[config.mk]
export PLATFORM = sky130hd
export DESIGN_NAME = aes_ctr_block_gen_flat
export DESIGN_NICKNAME = d
export VERILOG_FILES = /design/src/rtl/aes_ctr_block_gen_if.sv /design/src/rtl/aes_ctr_block_gen.sv /design/src/flat_wrapper.sv
export SDC_FILE = /design/constraint.sdc
export NUM_CORES = 1
export LEC_CHECK = 0
export ABC_CLOCK_PERIOD_IN_PS = 2670
export BUFFER_PORTS_ARGS = -buffer_cell sky130_fd_sc_hd__buf_4
export CAP_MARGIN = 25
export CORE_MARGIN = 4
export CORE_UTILIZATION = 48
export CTS_CLUSTER_SIZE = 25
export DETAILED_ROUTE_END_ITERATION = 8
export PLACE_DENSITY_LB_ADDON = 0.08
export SYNTH_ARGS = -nofsm -noshare
export SYNTH_HDL_FRONTEND = slang
export SYNTH_SLANG_ARGS = --single-unit
[constraint.sdc]
create_clock -name clk_i -period 2.67 [get_ports clk_i]
set_input_delay 0.1335 -clock clk_i [delete_from_list [all_inputs] [get_ports clk_i]]
set_output_delay 0.1335 -clock clk_i [all_outputs]
set_load 0.05 [all_outputs]
[src/rtl/aes_ctr_block_gen_if.sv]
// Counter-block stream from the CTR generator to the AES core (valid/ready).
interface aes_ctr_block_gen_if;
  logic         blk_valid_o;
  logic         blk_ready_i;
  logic [127:0] blk_data_o;
  logic         blk_last_o;

  modport master (
    output blk_valid_o,
    output blk_data_o,
    output blk_last_o,
    input  blk_ready_i
  );

  modport slave (
    input  blk_valid_o,
    input  blk_data_o,
    input  blk_last_o,
    output blk_ready_i
  );
endinterface

[src/rtl/aes_ctr_block_gen.sv]
// CTR-mode counter-block generator: emits {nonce, counter} blocks to the AES core,
// one per accepted transfer, with abort, wrap detection and a done pulse.
module aes_ctr_block_gen #(
  parameter int unsigned NONCE_W = 96,
  parameter int unsigned CTR_W   = 32,
  parameter int unsigned CNT_W   = 16
) (
  input  logic                 clk_i,
  input  logic                 rst_i,
  input  logic                 start_i,
  input  logic [NONCE_W-1:0]   nonce_i,
  input  logic [CTR_W-1:0]     ctr_init_i,
  input  logic [CNT_W-1:0]     nblocks_i,
  input  logic                 abort_i,
  aes_ctr_block_gen_if.master  blk,
  output logic                 busy_o,
  output logic                 done_o,
  output logic                 wrap_o
);

  localparam int unsigned BLK_W = 128;

  generate
    if (NONCE_W + CTR_W != BLK_W) begin : g_width_check
      $error("aes_ctr_block_gen: NONCE_W + CTR_W must equal 128");
    end
  endgenerate

  typedef enum logic [1:0] {
    ST_IDLE = 2'd0,
    ST_RUN  = 2'd1,
    ST_DONE = 2'd2
  } state_e;

  state_e             state_q, state_d;
  logic [NONCE_W-1:0] nonce_q, nonce_d;
  logic [CTR_W-1:0]   ctr_q,   ctr_d;
  logic [CNT_W-1:0]   rem_q,   rem_d;
  logic               wrap_q,  wrap_d;
  logic               valid_q, valid_d;
  logic               last_q,  last_d;
  logic               busy_q,  busy_d;
  logic               done_q,  done_d;
  logic               xfer;

  // State register
  always_ff @(posedge clk_i) begin
    if (rst_i) begin
      state_q <= ST_IDLE;
    end else begin
      state_q <= state_d;
    end
  end

  // Next-state, datapath and next-output decode; outputs are registered below
  always_comb begin
    state_d = state_q;
    nonce_d = nonce_q;
    ctr_d   = ctr_q;
    rem_d   = rem_q;
    wrap_d  = wrap_q;
    xfer    = (state_q == ST_RUN) && blk.blk_ready_i;

    case (state_q)
      ST_IDLE: begin
        if (start_i) begin
          nonce_d = nonce_i;
          ctr_d   = ctr_init_i;
          rem_d   = nblocks_i;
          wrap_d  = 1'b0;
          state_d = (nblocks_i != '0) ? ST_RUN : ST_DONE;
        end
      end
      ST_RUN: begin
        if (xfer) begin
          ctr_d = ctr_q + CTR_W'(1);
          rem_d = rem_q - CNT_W'(1);
          if (ctr_q == '1) begin
            wrap_d = 1'b1;
          end
          if (rem_q == CNT_W'(1)) begin
            state_d = ST_DONE;
          end
        end
        // Abort beats completion, but a transfer in the same cycle still counts
        if (abort_i) begin
          state_d = ST_IDLE;
        end
      end
      ST_DONE: begin
        state_d = ST_IDLE;
      end
      default: begin
        state_d = ST_IDLE;
      end
    endcase

    valid_d = (state_d == ST_RUN);
    last_d  = (state_d == ST_RUN) && (rem_d == CNT_W'(1));
    busy_d  = (state_d != ST_IDLE);
    done_d  = (state_d == ST_DONE);
  end

  // Captured fields and registered outputs
  always_ff @(posedge clk_i) begin
    if (rst_i) begin
      nonce_q <= '0;
      ctr_q   <= '0;
      rem_q   <= '0;
      wrap_q  <= 1'b0;
      valid_q <= 1'b0;
      last_q  <= 1'b0;
      busy_q  <= 1'b0;
      done_q  <= 1'b0;
    end else begin
      nonce_q <= nonce_d;
      ctr_q   <= ctr_d;
      rem_q   <= rem_d;
      wrap_q  <= wrap_d;
      valid_q <= valid_d;
      last_q  <= last_d;
      busy_q  <= busy_d;
      done_q  <= done_d;
    end
  end

  assign blk.blk_valid_o = valid_q;
  assign blk.blk_data_o  = {nonce_q, ctr_q};
  assign blk.blk_last_o  = last_q;
  assign busy_o          = busy_q;
  assign done_o          = done_q;
  assign wrap_o          = wrap_q;

endmodule

[src/flat_wrapper.sv]
// flat-port wrapper written by rule: the top's interface ports become plain ports
module aes_ctr_block_gen_flat 
#(
  parameter int unsigned NONCE_W = 96,
  parameter int unsigned CTR_W   = 32,
  parameter int unsigned CNT_W   = 16
)
  (clk_i, rst_i, start_i, nonce_i, ctr_init_i, nblocks_i, abort_i, busy_o, done_o, wrap_o, blk_blk_valid_o, blk_blk_data_o, blk_blk_last_o, blk_blk_ready_i);
  aes_ctr_block_gen_if blk_i ();
  input  logic clk_i;
  input  logic rst_i;
  input  logic start_i;
  input  logic [NONCE_W-1:0] nonce_i;
  input  logic [CTR_W-1:0] ctr_init_i;
  input  logic [CNT_W-1:0] nblocks_i;
  input  logic abort_i;
  output logic busy_o;
  output logic done_o;
  output logic wrap_o;
  output wire logic [$bits(blk_i.blk_valid_o)-1:0] blk_blk_valid_o;
  output wire logic [$bits(blk_i.blk_data_o)-1:0] blk_blk_data_o;
  output wire logic [$bits(blk_i.blk_last_o)-1:0] blk_blk_last_o;
  input wire logic [$bits(blk_i.blk_ready_i)-1:0] blk_blk_ready_i;
  assign blk_blk_valid_o = blk_i.blk_valid_o;
  assign blk_blk_data_o = blk_i.blk_data_o;
  assign blk_blk_last_o = blk_i.blk_last_o;
  assign blk_i.blk_ready_i = blk_blk_ready_i;
  aes_ctr_block_gen #(.NONCE_W(NONCE_W), .CTR_W(CTR_W), .CNT_W(CNT_W)) u_core (.clk_i(clk_i), .rst_i(rst_i), .start_i(start_i), .nonce_i(nonce_i), .ctr_init_i(ctr_init_i), .nblocks_i(nblocks_i), .abort_i(abort_i), .blk(blk_i), .busy_o(busy_o), .done_o(done_o), .wrap_o(wrap_o));
endmodule
# After elaboration in Yosys (flattened, before gate mapping)
# Index checks and enable logic that the tools add are counted.
[classes]
add_sub_neg = 2
mul = 0
div_mod_pow = 0
n_lt_le_gt_ge = 0
eq_ne = 9
n_shift = 0
muxes = 16
n_bitwise = 0
reduce_logical = 9
[ops]
columns = ["operator", "n"]
rows = [
  ["2-to-1 mux 32 bit", 2],
  ["one-hot mux 32 bit (2 select lines)", 1],
  ["adder 32 x 1 -> 32 bit (second input constant)", 1],
  ["== test 16 x 1 -> 1 bit (second input constant)", 2],
  ["== test 32 bit (second input constant)", 1],
  ["2-to-1 mux 16 bit", 2],
  ["one-hot mux 16 bit (2 select lines)", 1],
  ["nonzero test 16 bit", 1],
  ["subtractor 16 x 1 -> 16 bit (second input constant)", 1],
  ["2-to-1 mux 2 bit", 5],
  ["== test 2 x 1 -> 1 bit (second input constant)", 2],
  ["inequality test 2 bit (second input constant)", 2],
  ["one-hot mux 2 bit (2 select lines)", 1],
  ["AND reduction 4 bit", 1],
  ["nonzero test 2 bit", 2],
  ["2-to-1 mux 1 bit", 3],
  ["AND reduction 3 bit", 1],
  ["== test 2 bit (second input constant)", 1],
  ["logical AND 1 bit", 2],
  ["zero test 2 bit", 1],
  ["inequality test 2 x 1 -> 1 bit (second input constant)", 1],
  ["one-hot mux 1 bit (2 select lines)", 1],
  ["AND reduction 2 bit", 1],
]
[totals]
reg_bits = 151
latchBits = 0
ramBits = 0
rom_bits = 0
out_inout_bits = 133
n_memories = 0

# Depth between registers and ports, before layout
[depth]
ltp_word = 7
mapped_depth = 9
ltp_nobuf = 8

# Worst setup path after synthesis
# Ideal clock, no wire load.
[synth_path]
kind = "reg-to-reg"
start = "register u_core.ctr_q[0]"
end = "register u_core.ctr_q[22]"
setup_ps = 61
arrival_ps = 2420
required_time_ps = 2609
slack_ps = 189
path_stages_with_launch = 9
path_buffers = 1
period_less_slack_ps = 2481
path_cell_list = "dfxtp_1 -> ha_1 -> nand4_1 -> nor3_1 -> and2_0 -> clkbuf_1 -> nand3_1 -> a21oi_1 -> o221a_1"
[synth_via]
elab_chain_cells = 3
[synth_lines]
columns = ["element", "line", "rtl"]
rows = [
  ["start: declaration", "aes_ctr_block_gen.sv:37", "logic [CTR_W-1:0] ctr_q, ctr_d;"],
  ["start signal: assignment", "aes_ctr_block_gen.sv:117", "ctr_q <= ctr_d;"],
  ["adder 32 x 1 -> 32 bit", "aes_ctr_block_gen.sv:76", "ctr_d = ctr_q + CTR_W'(1);"],
  ["2-to-1 mux 32 bit", "aes_ctr_block_gen.sv:75", "if (xfer) begin"],
  ["one-hot mux 32 bit (2 select lines)", "aes_ctr_block_gen.sv:64", "case (state_q)"],
]
# Every way passes these cells. The select of a mux whose other input is x is not followed.
# A chain may end at the register's enable or synchronous reset.

# Worst setup path after layout
[layout_path]
start = "register u_core.rem_q[0]"
end = "register u_core.last_q, in the netlist u_core.blk.blk_last_o"
[layout_via]
elab_chain_cells = 7
[layout_lines]
columns = ["element", "line", "rtl"]
rows = [
  ["start: declaration", "aes_ctr_block_gen.sv:38", "logic [CNT_W-1:0] rem_q, rem_d;"],
  ["start signal: assignment", "aes_ctr_block_gen.sv:118", "rem_q <= rem_d;"],
  ["branches (longest 6 deep; another with subtractor 16 x 1 -> 16 bit)", "n/a", ""],
  ["logical AND 1 bit *", "aes_ctr_block_gen.sv:99", "last_d = (state_d == ST_RUN) && (rem_d == CNT_W'(1));"],
  ["end signal: assignment", "aes_ctr_block_gen.sv:121", "last_q <= last_d;"],
  ["end: declaration", "aes_ctr_block_gen.sv:41", "logic last_q, last_d;"],
]
# Mark *: on every way between the ends.

==> metrics.md <==
| Metric | Value |
|---|---|
| Routed wire length | `about 26,000 um` |
| CP max stage delay | `between 500 and 600 ps` |
| Worst path cell trace | `or4b_1, or3_1, or4_4, a311oi_2, nand4_1, nor4_2` |
| Max Cap Viol | `0` |
| Via/cell ratio | `between 5 and 6` |
| Worst r2r src | `u_core.rem_q[0]$_SDFF_PP0_` |
| Buffers on Ports | `between 200 and 300` |
| CTS root buf | `clkbuf_16` |
| Row count | `42` |
| Antenna violations before repair | `0` |
| # IOs | `around 280` |
| Seq pwr share | `around two fifths` |
| Clk pwr share | `between 30% and 40%` |
| # setup viols final | `0` |
| Worst Skew | `about 9.5 ps` |
| Remaining DRCs | `0` |
| Power per Cell Area | `around 640 nW/um2` |
| F_max | `396 MHz` |
| FF-to-FF End | `u_core.blk.blk_last_o$_SDFF_PP0_` |
| R2r setup slk | `~150 ps` |
| Clock Tree Buf Depth | `2` |
| WHS Endpoint | `u_core.ctr_q[31]$_SDFFE_PP0P_` |
| Core area | `approximately 13,000 um2` |
| Overall routing resource usage | `31.8%` |
| CTS tree | `done` |
| Distinct cells, synth | `between 50 and 60` |
| Clock slew at reported path FFs | `60 ps` |
| Crit start category | `flip-flop` |
| Reg2reg path depth | `6` |
| Worst path arrival time | `approximately 2900 ps` |
| Pre-antenna DRT Iters | `5` |
| TritonCTS Buffers | `17` |
| Ant. Diodes | `0` |
| Die Y-Extent | `~130 um` |
| GP Congestion | `about 0.95` |
| Via count | `just under 8,000` |
| Hold WS | `between 2 and 3 ps` |
| Hold_sp | `ctr_init_i[31]` |
| Status | `complete, no violations` |
| Clk sinks | `151` |
| Number of routed nets with antenna violations | `0` |
| Yosys reg bits | `between 150 and 200` |
| P_leak | `between 4 and 5 nW` |
| Post-CTS Resized | `0` |
| Vias in the first global route | `between 7,000 and 8,000` |
| Synth warn | `0` |
| Critical path class | `flip-flop to flip-flop` |
| Worst path slowest cell | `or4b_1` |
| Share of cells above drive strength 1 | `a little over a quarter` |
| HPWL reported at the end of detailed placement | `~16,000 um` |
| Setup crit end kind | `flip-flop` |
| Fin nets | `about 1,400` |
| Fin crit share | `about 95%` |
| RSZ-0062 raised after global routing | `no` |
| Largest fanout on the critical path | `6` |
| TNS Setup | `0 ps` |
| Power Total | `between 0.006 and 0.007 W` |
| Slew margin rel. | `51.2%` |
| P&R area growth vs syn | `58.9%` |
| Seq/Total Area, Yosys | `~46%` |
| Post-Syn Area | `6580 um2` |
| Hold Crit Class | `input port to flip-flop` |
| Syn_nets | `about 1,000` |
| Detailed Route Iter0 Violations | `just over 700` |
| Fraction of registers with async set/reset | `0%` |
| First-pass GRT wire length | `~41,000 um` |
| Post-CTS setup buffer count | `0` |
| Cell Int Power | `0.00455 W` |
| Cells after Synth | `876` |
| Overflow after GRT | `0` |
| Critical Path RT | `approximately 3000 ps` |
| Number of synthesized flops with an enable pin | `0` |
| Wire length per cell | `approximately 18 um` |
| H-tree levels | `4` |
| Largest net degree at the start of global routing | `73` |
| Chip Width | `between 100 and 150 um` |
| Hold Path Stages | `3` |
| Worst skew pair latency | `430 ps` |
| Die Area | `15,600 um2` |
| Sw Share | `a little under a third` |
| Post-Syn Area per Cell | `~7.5 um2` |
| Final-report hold violation count | `0` |
| Tightest Pin Transition | `around 730 ps` |
| Switching power | `~0.0021 W` |
| Hold Buf Count CTS | `slightly above 100` |
| Combinational share of power | `roughly a quarter` |
| Max Transition Viols Final | `0` |
| Min cycle time layout | `2520 ps` |
| Max IR drop VDD | `roughly 0.54 mV` |
| Initial Utilization | `roughly half` |
| Main synth FF type | `dfxtp_1` |
==> area by class of cell <==
cell class,count,area [um2]
clock buffers,21,470
clock inverters,10,143
fillers,929,2890
inverters,6,22.5
multi-input cells,652,3290
flip-flops and latches,151,3020
well taps,176,220
repair buffers,402,3290
==> per-layer routing <==
layer  routed length (um)  part of all wire, %  vias to the layer above  global-route usage, %
met5                    0                    0                        -                      0
li1                     -                    -                     3750                      -
met4                 1150                  4.5                        0                   14.5
met1                 9530                   37                     3646                   36.7
met3                 2210                  8.7                       92                   10.0
met2                12600                   50                      395                   54.0
==> state kept, by name, summed over array words and instances, names as in the netlist, 2 cells and up <==
signal / cells
u_core.rem_q: 16
u_core.state_q: 2
u_core.nonce_q: 96
u_core.ctr_q: 32
==> power by group through the flow <==
stage	Clock [W]	Combinational [W]	Sequential, W
floorplan	0	0.000462	0.00301
global placement	0	0.00142	0.00257
detailed placement	0	0.00143	0.00258
CTS	0.00253	0.00156	0.00253
global route	0.00263	0.00169	0.00256
finish	0.00252	0.00159	0.00254
==> worst max-delay path by stage <==
stage | startpoint | endpoint | slack (ps) | depth (start not counted)
final | u_core.rem_q[0]$_SDFF_PP0_ | u_core.blk.blk_last_o$_SDFF_PP0_ | 150 | 6
after global placement | u_core.rem_q[0]$_SDFF_PP0_ | u_core.blk.blk_last_o$_SDFF_PP0_ | 200 | 6
after floorplan | u_core.ctr_q[0]$_SDFFE_PP0P_ | u_core.ctr_q[22]$_SDFFE_PP0P_ | 190 | 8
after CTS | u_core.rem_q[0]$_SDFF_PP0_ | u_core.blk.blk_last_o$_SDFF_PP0_ | 150 | 6
after global routing | u_core.rem_q[0]$_SDFF_PP0_ | u_core.blk.blk_last_o$_SDFF_PP0_ | 60 | 6
after detailed placement | u_core.rem_q[0]$_SDFF_PP0_ | u_core.blk.blk_last_o$_SDFF_PP0_ | 150 | 6
==> cell usage in the layout, fill, tap and decap left out, types with 4 or more instances in the layout <==
cell type,instances
or3_1,7
dlygate4sd3_1,102
dfxtp_1,151
and3_1,4
nor2b_1,4
nor3_1,27
and2_1,7
mux2i_1,4
nand3b_1,5
a21oi_1,135
nand3_1,19
a211oi_1,11
nand4_1,10
o311a_1,4
a31oi_1,7
a22oi_1,5
o22ai_1,5
nor4_1,11
nor2_1,53
nand2_1,239
clkbuf_16,17
inv_1,6
o31ai_1,6
o21ai_0,30
nand2b_1,6
and4_1,4
buf_4,299
==> metrics by stage <==
step,cell area [um2],setup slack (ps),std cells,utilization (%)
finish,10500,146,1418,78.3
floorplan,6580,189,876,-
global route,10500,59.1,1418,78.3
global placement,8820,203,1285,66.1
CTS,10500,149,1418,78.3
detailed placement,8820,151,1285,66.1
==> worst max-delay path: cells and delay by family (launching register included) <==
family,cells,cell delay (ps)
DFF,1,360
and+or+nand+nor,5,1830
AOI/OAI and AO/OA,1,270
==> Yosys cell counts, types with 3 or more instances <==
master	n	area, um2
nand2_1	239	897
dfxtp_1	151	3020
a21oi_1	136	681
clkbuf_1	64	240
nor2_1	53	199
o21ai_0	30	150
nor3_1	27	135
nand3_1	19	95.1
a211oi_1	11	82.6
nor4_1	11	68.8
nand4_1	10	62.6
a31oi_1	7	43.8
and2_1	7	43.8
nand2b_1	7	43.8
or3_1	7	43.8
inv_1	6	22.5
o31ai_1	6	45.0
a22oi_1	5	37.5
nand3b_1	5	37.5
nor2b_1	5	31.3
o22ai_1	5	31.3
and3_1	4	25.0
and4_1	4	35.0
mux2i_1	4	40.0
o311a_1	4	40.0
a21o_1	3	22.5
a221oi_1	3	26.3
a311oi_1	3	26.3
ha_1	3	37.5
==> kinds of logic after synthesis <==
kind of cell	after synthesis	share of synthesized area (%)
AOI/OAI and AO/OA	235	21.0
adders and majority gates	3	0.570
muxes	4	0.608
buffers and inverters	73	4.28
DFF	151	45.9
and+or+nand+nor	410	27.6
(Power assumes the default switching activity.)
